### config.mk
export PLATFORM = sky130hd
export DESIGN_NAME = product_disp_driver_flat
export DESIGN_NICKNAME = d
export VERILOG_FILES = /design/src/rtl/product_disp_driver_if.sv /design/src/rtl/product_disp_driver.sv /design/src/flat_wrapper.sv
export SDC_FILE = /design/constraint.sdc
export NUM_CORES = 1
export LEC_CHECK = 0
export CAP_MARGIN = 40
export CORE_MARGIN = 8
export CORE_UTILIZATION = 40
export CTS_CLUSTER_DIAMETER = 30
export CTS_CLUSTER_SIZE = 8
export DETAILED_ROUTE_END_ITERATION = 16
export PLACE_DENSITY = 0.57
export SLEW_MARGIN = 30
export SYNTH_ARGS = -nofsm -noshare
export SYNTH_HDL_FRONTEND = slang
export SYNTH_SLANG_ARGS = --single-unit
### constraint.sdc
create_clock -name clk -period 4.9 [get_ports clk]
set_input_delay 0.98 -clock clk [delete_from_list [all_inputs] [get_ports clk]]
set_output_delay 0.98 -clock clk [all_outputs]
set_load 0.03 [all_outputs]
### src/rtl/product_disp_driver_if.sv
// product_disp_driver_if
//   Load/status/display bundle for the product display driver.
//   master : the producer side (drives load/value, watches busy, an, seg)
//   slave  : the driver itself
//   Signals:
//     load  - one-cycle capture/start pulse
//     value - 8-bit unsigned product
//     busy  - conversion in progress
//     an    - digit enables, active-low, bit0 = rightmost digit
//     seg   - segments a..g on bits 0..6, dp on bit 7, all active-low
interface product_disp_driver_if;
  logic       load;
  logic [7:0] value;
  logic       busy;
  logic [7:0] an;
  logic [7:0] seg;

  modport master (output load, value, input  busy, an, seg);
  modport slave  (input  load, value, output busy, an, seg);
endinterface

### src/rtl/product_disp_driver.sv
// product_disp_driver
//   Takes an 8-bit product, converts it to three BCD digits with a
//   one-shift-per-clock double-dabble engine, and scans the digits onto an
//   active-low 7-segment display (three digit slots out of eight).
//   Ports:
//     clk   - system clock, rising edge
//     rst_n - asynchronous active-low reset
//     bus   - product_disp_driver_if.slave (load, value, busy, an, seg)
//   Parameters:
//     SCAN_DIV - clocks each digit stays lit (>= 2)
//     CNT_W    - refresh counter width, 2**CNT_W >= SCAN_DIV
//   Build option:
//     LEAD_ZERO_BLANK_EN - blank a zero hundreds digit, and a zero tens
//                          digit when hundreds is also zero.

// Per-digit decoder; nibbles above 9 and blanked digits drive all-off.
module product_disp_seg7 (
  input  logic [3:0] digit,
  input  logic       blank,
  output logic [7:0] seg
);
  always_comb begin
    seg = 8'hFF;
    if (!blank) begin
      case (digit)
        4'd0: seg = 8'hC0;
        4'd1: seg = 8'hF9;
        4'd2: seg = 8'hA4;
        4'd3: seg = 8'hB0;
        4'd4: seg = 8'h99;
        4'd5: seg = 8'h92;
        4'd6: seg = 8'h82;
        4'd7: seg = 8'hF8;
        4'd8: seg = 8'h80;
        4'd9: seg = 8'h90;
        default: seg = 8'hFF;
      endcase
    end
  end
endmodule

module product_disp_driver #(
  parameter int SCAN_DIV = 50000,
  parameter int CNT_W    = 16
) (
  input  logic                 clk,
  input  logic                 rst_n,
  product_disp_driver_if.slave bus
);
  localparam int NUM_DIG = 3;

  typedef enum logic {IDLE, CONV} state_t;
  state_t state, state_nxt;

  logic [7:0]              bin_q;
  logic [NUM_DIG*4-1:0]    bcd_q;    // working BCD {hundreds, tens, ones}
  logic [NUM_DIG*4-1:0]    disp_q;   // displayed BCD, updated only on completion
  logic [2:0]              cnt_q;
  logic [NUM_DIG*4-1:0]    bcd_adj;
  logic [NUM_DIG*4-1:0]    bcd_sh;
  logic [7:0]              bin_sh;
  logic                    last;

  // ---------------- conversion FSM ----------------
  always_ff @(posedge clk or negedge rst_n) begin
    if (!rst_n) state <= IDLE;
    else        state <= state_nxt;
  end

  // 8 shifts: count 0..7, the shift at count 7 is the final one.
  assign last = (cnt_q == 3'd7);

  always_comb begin
    state_nxt = state;
    case (state)
      IDLE: if (bus.load) state_nxt = CONV;
      CONV: if (last)     state_nxt = IDLE;
      default:            state_nxt = IDLE;
    endcase
  end

  assign bus.busy = (state == CONV);

  // add-3 on every nibble >= 5, then shift {bcd, bin} left by one
  for (genvar i = 0; i < NUM_DIG; i++) begin : g_adj
    assign bcd_adj[4*i +: 4] = (bcd_q[4*i +: 4] >= 4'd5) ? bcd_q[4*i +: 4] + 4'd3
                                                         : bcd_q[4*i +: 4];
  end
  assign bcd_sh = {bcd_adj[NUM_DIG*4-2:0], bin_q[7]};
  assign bin_sh = {bin_q[6:0], 1'b0};

  always_ff @(posedge clk or negedge rst_n) begin
    if (!rst_n) begin
      bin_q  <= '0;
      bcd_q  <= '0;
      cnt_q  <= '0;
      disp_q <= '0;
    end else if (state == IDLE) begin
      if (bus.load) begin
        bin_q <= bus.value;
        bcd_q <= '0;
        cnt_q <= '0;
      end
    end else begin
      bin_q <= bin_sh;
      bcd_q <= bcd_sh;
      cnt_q <= cnt_q + 3'd1;
      // final shift result goes straight to the display, skipping a cycle
      if (last) disp_q <= bcd_sh;
    end
  end

  // ---------------- refresh scanner ----------------
  logic [CNT_W-1:0] rcnt_q;
  logic [1:0]       idx_q;
  logic             wrap;

  assign wrap = (rcnt_q == CNT_W'(SCAN_DIV - 1));

  always_ff @(posedge clk or negedge rst_n) begin
    if (!rst_n) begin
      rcnt_q <= '0;
      idx_q  <= '0;
    end else if (wrap) begin
      rcnt_q <= '0;
      idx_q  <= (idx_q == 2'd2) ? 2'd0 : idx_q + 2'd1;
    end else begin
      rcnt_q <= rcnt_q + CNT_W'(1);
    end
  end

  // ---------------- digit decode ----------------
  logic [NUM_DIG-1:0]        blank;
  logic [NUM_DIG-1:0][7:0]   dig_seg;

`ifdef LEAD_ZERO_BLANK_EN
  assign blank[0] = 1'b0;
  assign blank[1] = (disp_q[11:8] == 4'd0) && (disp_q[7:4] == 4'd0);
  assign blank[2] = (disp_q[11:8] == 4'd0);
`else
  assign blank = '0;
`endif

  for (genvar i = 0; i < NUM_DIG; i++) begin : g_dig
    product_disp_seg7 u_seg7 (
      .digit (disp_q[4*i +: 4]),
      .blank (blank[i]),
      .seg   (dig_seg[i])
    );
  end

  // ---------------- registered outputs ----------------
  logic [7:0] an_d, seg_d, an_q, seg_q;

  always_comb begin
    an_d  = 8'hFF;
    seg_d = 8'hFF;
    case (idx_q)
      2'd0: begin an_d = 8'hFE; seg_d = dig_seg[0]; end
      2'd1: begin an_d = 8'hFD; seg_d = dig_seg[1]; end
      2'd2: begin an_d = 8'hFB; seg_d = dig_seg[2]; end
      default: begin an_d = 8'hFF; seg_d = 8'hFF; end
    endcase
  end

  always_ff @(posedge clk or negedge rst_n) begin
    if (!rst_n) begin
      an_q  <= 8'hFF;
      seg_q <= 8'hFF;
    end else begin
      an_q  <= an_d;
      seg_q <= seg_d;
    end
  end

  assign bus.an  = an_q;
  assign bus.seg = seg_q;
endmodule

### src/flat_wrapper.sv
// flat-port wrapper written by rule: the top's interface ports become plain ports
module product_disp_driver_flat 
#(
  parameter int SCAN_DIV = 50000,
  parameter int CNT_W    = 16
)
  (clk, rst_n, bus_load, bus_value, bus_busy, bus_an, bus_seg);
  product_disp_driver_if bus_i ();
  input  logic clk;
  input  logic rst_n;
  input wire logic [$bits(bus_i.load)-1:0] bus_load;
  input wire logic [$bits(bus_i.value)-1:0] bus_value;
  output wire logic [$bits(bus_i.busy)-1:0] bus_busy;
  output wire logic [$bits(bus_i.an)-1:0] bus_an;
  output wire logic [$bits(bus_i.seg)-1:0] bus_seg;
  assign bus_i.load = bus_load;
  assign bus_i.value = bus_value;
  assign bus_busy = bus_i.busy;
  assign bus_an = bus_i.an;
  assign bus_seg = bus_i.seg;
  product_disp_driver #(.SCAN_DIV(SCAN_DIV), .CNT_W(CNT_W)) u_core (.clk(clk), .rst_n(rst_n), .bus(bus_i));
endmodule
# Yosys cells after proc, flatten, opt, wreduce, memory -nomap -nowiden
# Memories as Yosys holds them, arrays and structs flattened.
# Index checks and enable logic that the tools add are counted.
# totals
reg_bits	70
romBits	336
in_bits	11
out_inout_bits	17
word_cells	45
memories	3
# memory_table
memory	words	word_bits	read_ports	rd_clocked_by_memory_dff	write_ports	line_no	source
(no name shown)	16	7	1	0	0	product_disp_driver.sv:25	case (digit)
(no name shown)	16	7	1	0	0	product_disp_driver.sv:25	
(no name shown)	16	7	1	0	0	product_disp_driver.sv:25	
# classes
addsub	6
order_cmp	3
n_eq_ne	4
muxes	16
bitwise	1
reduce_logical	3
# ops
op	n
$mux W12	2
$pmux W8 S3	1
$add A16 B1 Y16 const B	1
$eq A16 B16 Y1 const B	1
$mux W16	1
$mux W8	2
$ge A4 B3 Y1 const B	3
$mux W3	3
$pmux W3 S3	1
$add A4 B2 Y4 const B	2
$mux W4	2
$add A3 B1 Y3 const B	1
$add A3 B2 Y3 const B	1
$eq A3 B3 Y1 const B	1
$add A2 B1 Y2 const B	1
$eq A2 B1 Y1 const B	1
$eq A2 B2 Y1 const B	1
$logic_not A2 Y1	1
$mux W1	2
$mux W2	1
$pmux W1 S2	1
$reduce_and A2 Y1	1
$reduce_bool A2 Y1	1
$not A1 Y1	1

# Logic depth before layout (Yosys ltp)
# logic_depth
ltp_word	3
ltp_mapped	6
mapped_depth_nobuf	6

# Hierarchy
# From an unflattened synthesis, not the netlist that was laid out.
# unflattened
hier_cells	386
area_unflattened_um2	3828.7
# by_module_without_submodules
mod	instances	cells_per_inst	area_each_um2	seq_area_each_um2
product_disp_driver	1	279	3071.7	1640.3
product_disp_seg7 (u_core.g_dig[0].u_seg7 ...)	2	35	246.5	0.0
product_disp_seg7 (u_core.g_dig[1].u_seg7)	1	37	264.0	0.0

# Worst setup path before layout
# OpenSTA, ideal clock, no wires.
# synth_path
path_type	input to register
start	input port bus_load
end	register u_core.bin_q[4]
setup_ps	135
arrival_ps	1737
required_time_ps	4765
slack_ps	3027
stages	4
n_path_buf	2
cell_sequence	clkbuf_1 buf_2 mux2i_1 o21ai_0
# synth_via
elab_chain_cells	1
# synth_rtl
element	line_no	source
start: declaration	flat_wrapper.sv:11	input wire logic [$bits(bus_i.load)-1:0] bus_load;
$reduce_bool A2 Y1 (no source line)	--	
end signal: assignment	product_disp_driver.sv:100	bin_q <= bus.value;
end signal: assignment	product_disp_driver.sv:105	bin_q <= bin_sh;
end: declaration	product_disp_driver.sv:55	logic [7:0] bin_q;
# Every way passes these cells.
# A chain may end at the register's enable or synchronous reset.

# Worst setup path in the final report
# layout_path
start	register u_core.seg_q[3], in the netlist u_core.bus.seg[3]
end	output port bus_seg[3]
# layout_lines
element	line_no	source
start: declaration	product_disp_driver.sv:153	logic [7:0] an_d, seg_d, an_q, seg_q;
start signal: assignment	product_disp_driver.sv:172	seg_q <= seg_d;
end: declaration	flat_wrapper.sv:15	output wire logic [$bits(bus_i.seg)-1:0] bus_seg;
# No word-level cell between the ends.

==> impl_metrics.env <==
export IMPL_die_area_um2=12300
export IMPL_power_mw=2.35
export IMPL_syn_avg_cell_area_um2=9.87
export IMPL_power_density_nw_per_um2=569
export IMPL_holdBufCountCts=0
export IMPL_cp_end_kind="output port"
export IMPL_core_um2=8720
export IMPL_hold_viol=0
export IMPL_cp_max_fo=1
export IMPL_layout_common_cells="54 x dfrtp_1, 32 x o21ai_0, 32 x nand2_1"
export IMPL_gp_congestion=0.765
export IMPL_tightest_slew_ps=769
export IMPL_crit_chain="clkdlybuf4s50_1"
export IMPL_layout_drive_gt1_share=0.105
export IMPL_cp_data_arrival_time_ps=1510
export IMPL_wl_per_cell_um=13.7
export IMPL_drtAntennaViolNets=0
export IMPL_critPathLaunchType="flop"
export IMPL_antenna_found_initial=0
export IMPL_syn_area_um2=3610
export IMPL_path_clk_slew_ps=70
export IMPL_grt_max_degree=42
export IMPL_cp_top_family="buffers and inverters"
export IMPL_first_pass_iters=4
export IMPL_ys_types=44
export IMPL_initial_core_util=0.414
export IMPL_fmax_ghz=0.402
export IMPL_async_flop_share=1.00
export IMPL_min_path_type="flop to flop"
export IMPL_path_class="flop to output port"
export IMPL_synth_edf_count=0
export IMPL_grt_pass1_wl_um=12100
export IMPL_die_x_um=111
export IMPL_syn2layout_area_growth_pct=14.4
export IMPL_wirelength_um=6800
export IMPL_synth_seq_area_share=0.447
export IMPL_viasPerCell=5.05
export IMPL_post_dp_hpwl_um=4970
export IMPL_peakVddDrop_v=0.000358
export IMPL_drtIter0Drc=61
export IMPL_via_count=2508
export IMPL_yosysWarnings=0
export IMPL_drc_errors=0
export IMPL_h_tree_depth=3
export IMPL_num_rows=34
export IMPL_mostFrequentLayoutCell="dfrtp_1"
export IMPL_setup_viol=0
export IMPL_grt_pass1_vias=2554
export IMPL_status="finished clean"
export IMPL_rsz0062_at_grt="no"
export IMPL_ys_flop_type="dfrtp_1"
export IMPL_final_max_slew_viol_count=0
export IMPL_tritoncts="yes"
export IMPL_synth_seq_cells=64
export IMPL_crit_required_ps=3920
export IMPL_root_buffer="clkbuf_8"
export IMPL_nets=424
export IMPL_cts_buffers=9
export IMPL_grt_overflow_total=0
export IMPL_final_min_clock_period_ps=2490
export IMPL_fin_util=0.474
export IMPL_leakagePower_nw=1.90
export IMPL_insertion_delay_ps=340
export IMPL_ios=28
export IMPL_cts_sinks=64
export IMPL_clock_path_buffers=2
export IMPL_final_setup_tns_ps=0
export IMPL_max_slew_margin=0.486
export IMPL_slowest_delay_ps=660
export IMPL_diodes=0
export IMPL_grtUsageTotal=0.116
export IMPL_crit_buf_inv=1
export IMPL_syn_inst=366
export IMPL_max_cap_violations=0
export IMPL_finalCritPeriodShare=0.508
export IMPL_clock_skew_ps=12.8
export IMPL_die_h_um=111
export IMPL_worst_path_max_delay_cell="clkdlybuf4s50_1"
export IMPL_io_buffer_count=21
export IMPL_post_cts_resized=0
export IMPL_postCtsSetupBuffers=0
[cell type report]
class | count | area [um2]
timing repair buffer | 24 | 248
clock inverter | 4 | 70.1
fill | 810 | 4590
inverter | 26 | 97.6
clock buffer | 10 | 138
tap | 108 | 135
multi-input combinational | 261 | 1830
sequential | 64 | 1610
[worst min-delay path: cells and delay by family (launching register included)]
family,cells,cell delay [ps]
AND/OR/NAND/NOR,1,50
AO/OA/AOI/OAI,1,60
flip-flops,1,350
[Yosys cell counts (3+ instances only)]
| master | count | area (um2) |
|---|---|---|
| dfrtp_1 | 54 | 1350 |
| nand2_1 | 32 | 120 |
| o21ai_0 | 32 | 160 |
| ha_1 | 27 | 338 |
| inv_1 | 26 | 97.6 |
| a21oi_1 | 21 | 105 |
| mux2i_1 | 20 | 200 |
| nor2_1 | 20 | 75.1 |
| nand2b_1 | 11 | 68.8 |
| nand3_1 | 11 | 55.1 |
| nor3b_1 | 11 | 82.6 |
| dfstp_2 | 10 | 263 |
| xnor2_1 | 10 | 87.6 |
| clkbuf_1 | 9 | 33.8 |
| xor2_1 | 8 | 70.1 |
| a21o_1 | 7 | 52.6 |
| buf_4 | 7 | 52.6 |
| mux2_2 | 5 | 56.3 |
| nor3_1 | 4 | 20.0 |
| o221ai_1 | 4 | 35.0 |
| nand4_1 | 3 | 18.8 |
| nor2b_1 | 3 | 18.8 |
| o31ai_1 | 3 | 22.5 |
[final timing paths]
path | start | slack [ps] | endpoint | cells past startpoint
worst max register to register | u_core.rcnt_q[0] | 2930 | u_core.idx_q[1] | 4
worst min-delay path | u_core.bin_q[6] | 490 | u_core.bin_q[7] | 2
max in group asynchronous | rst_n | 3440 | u_core.rcnt_q[14] | 3
worst max-delay path | u_core.bus.seg[3] | 2410 | bus_seg[3] | 1
min in group asynchronous | rst_n | 600 | u_core.rcnt_q[1] | 1
worst min register to register | u_core.bin_q[6] | 490 | u_core.bin_q[7] | 2
[cells by family after synthesis]
| kind of cell | count (synthesis) | synth area share |
|---|---|---|
| fa+ha+maj | 27 | 0.0935 |
| flops | 64 | 0.447 |
| other cells | 1 | 0.00104 |
| compound gates | 80 | 0.133 |
| mux | 25 | 0.0710 |
| buf+inv | 46 | 0.0558 |
| simple gates | 105 | 0.156 |
| xor+xnor | 18 | 0.0436 |
[power breakdown]
part	internal, mW	total [mW]	switching, mW
Combinational	0.433	0.968	0.535
Clock	0.293	0.489	0.196
Sequential	0.715	0.895	0.180
[metrics by stage]
step,hold WS (ps),worst slack (ps),instance area [um2],cells
global placement,467,2380,3890,482
detailed placement,470,2290,3930,483
CTS,493,2390,4130,497
finish,488,2410,4130,497
global route,526,2360,4130,497
floorplan,446,3030,3630,371
[state kept, by name, indices dropped and copies added (netlist names)]
| register | flops |
|---|---|
| u_core.bus.busy | 1 |
| u_core.idx_q | 2 |
| u_core.bin_q | 8 |
| u_core.rcnt_q | 16 |
| u_core.bcd_q | 12 |
| u_core.bus.an | 3 |
| u_core.bus.seg | 7 |
| u_core.disp_q | 12 |
| u_core.cnt_q | 3 |
[per-layer routing]
layer  vias up  wire length [um]  track usage
met5         -                 0            0
met4         0               160       0.0498
met3        16               281       0.0373
met2        40              2890        0.174
met1      1168              3470        0.149
li1       1284                 -            -
Power figures use the tool's default switching activity.
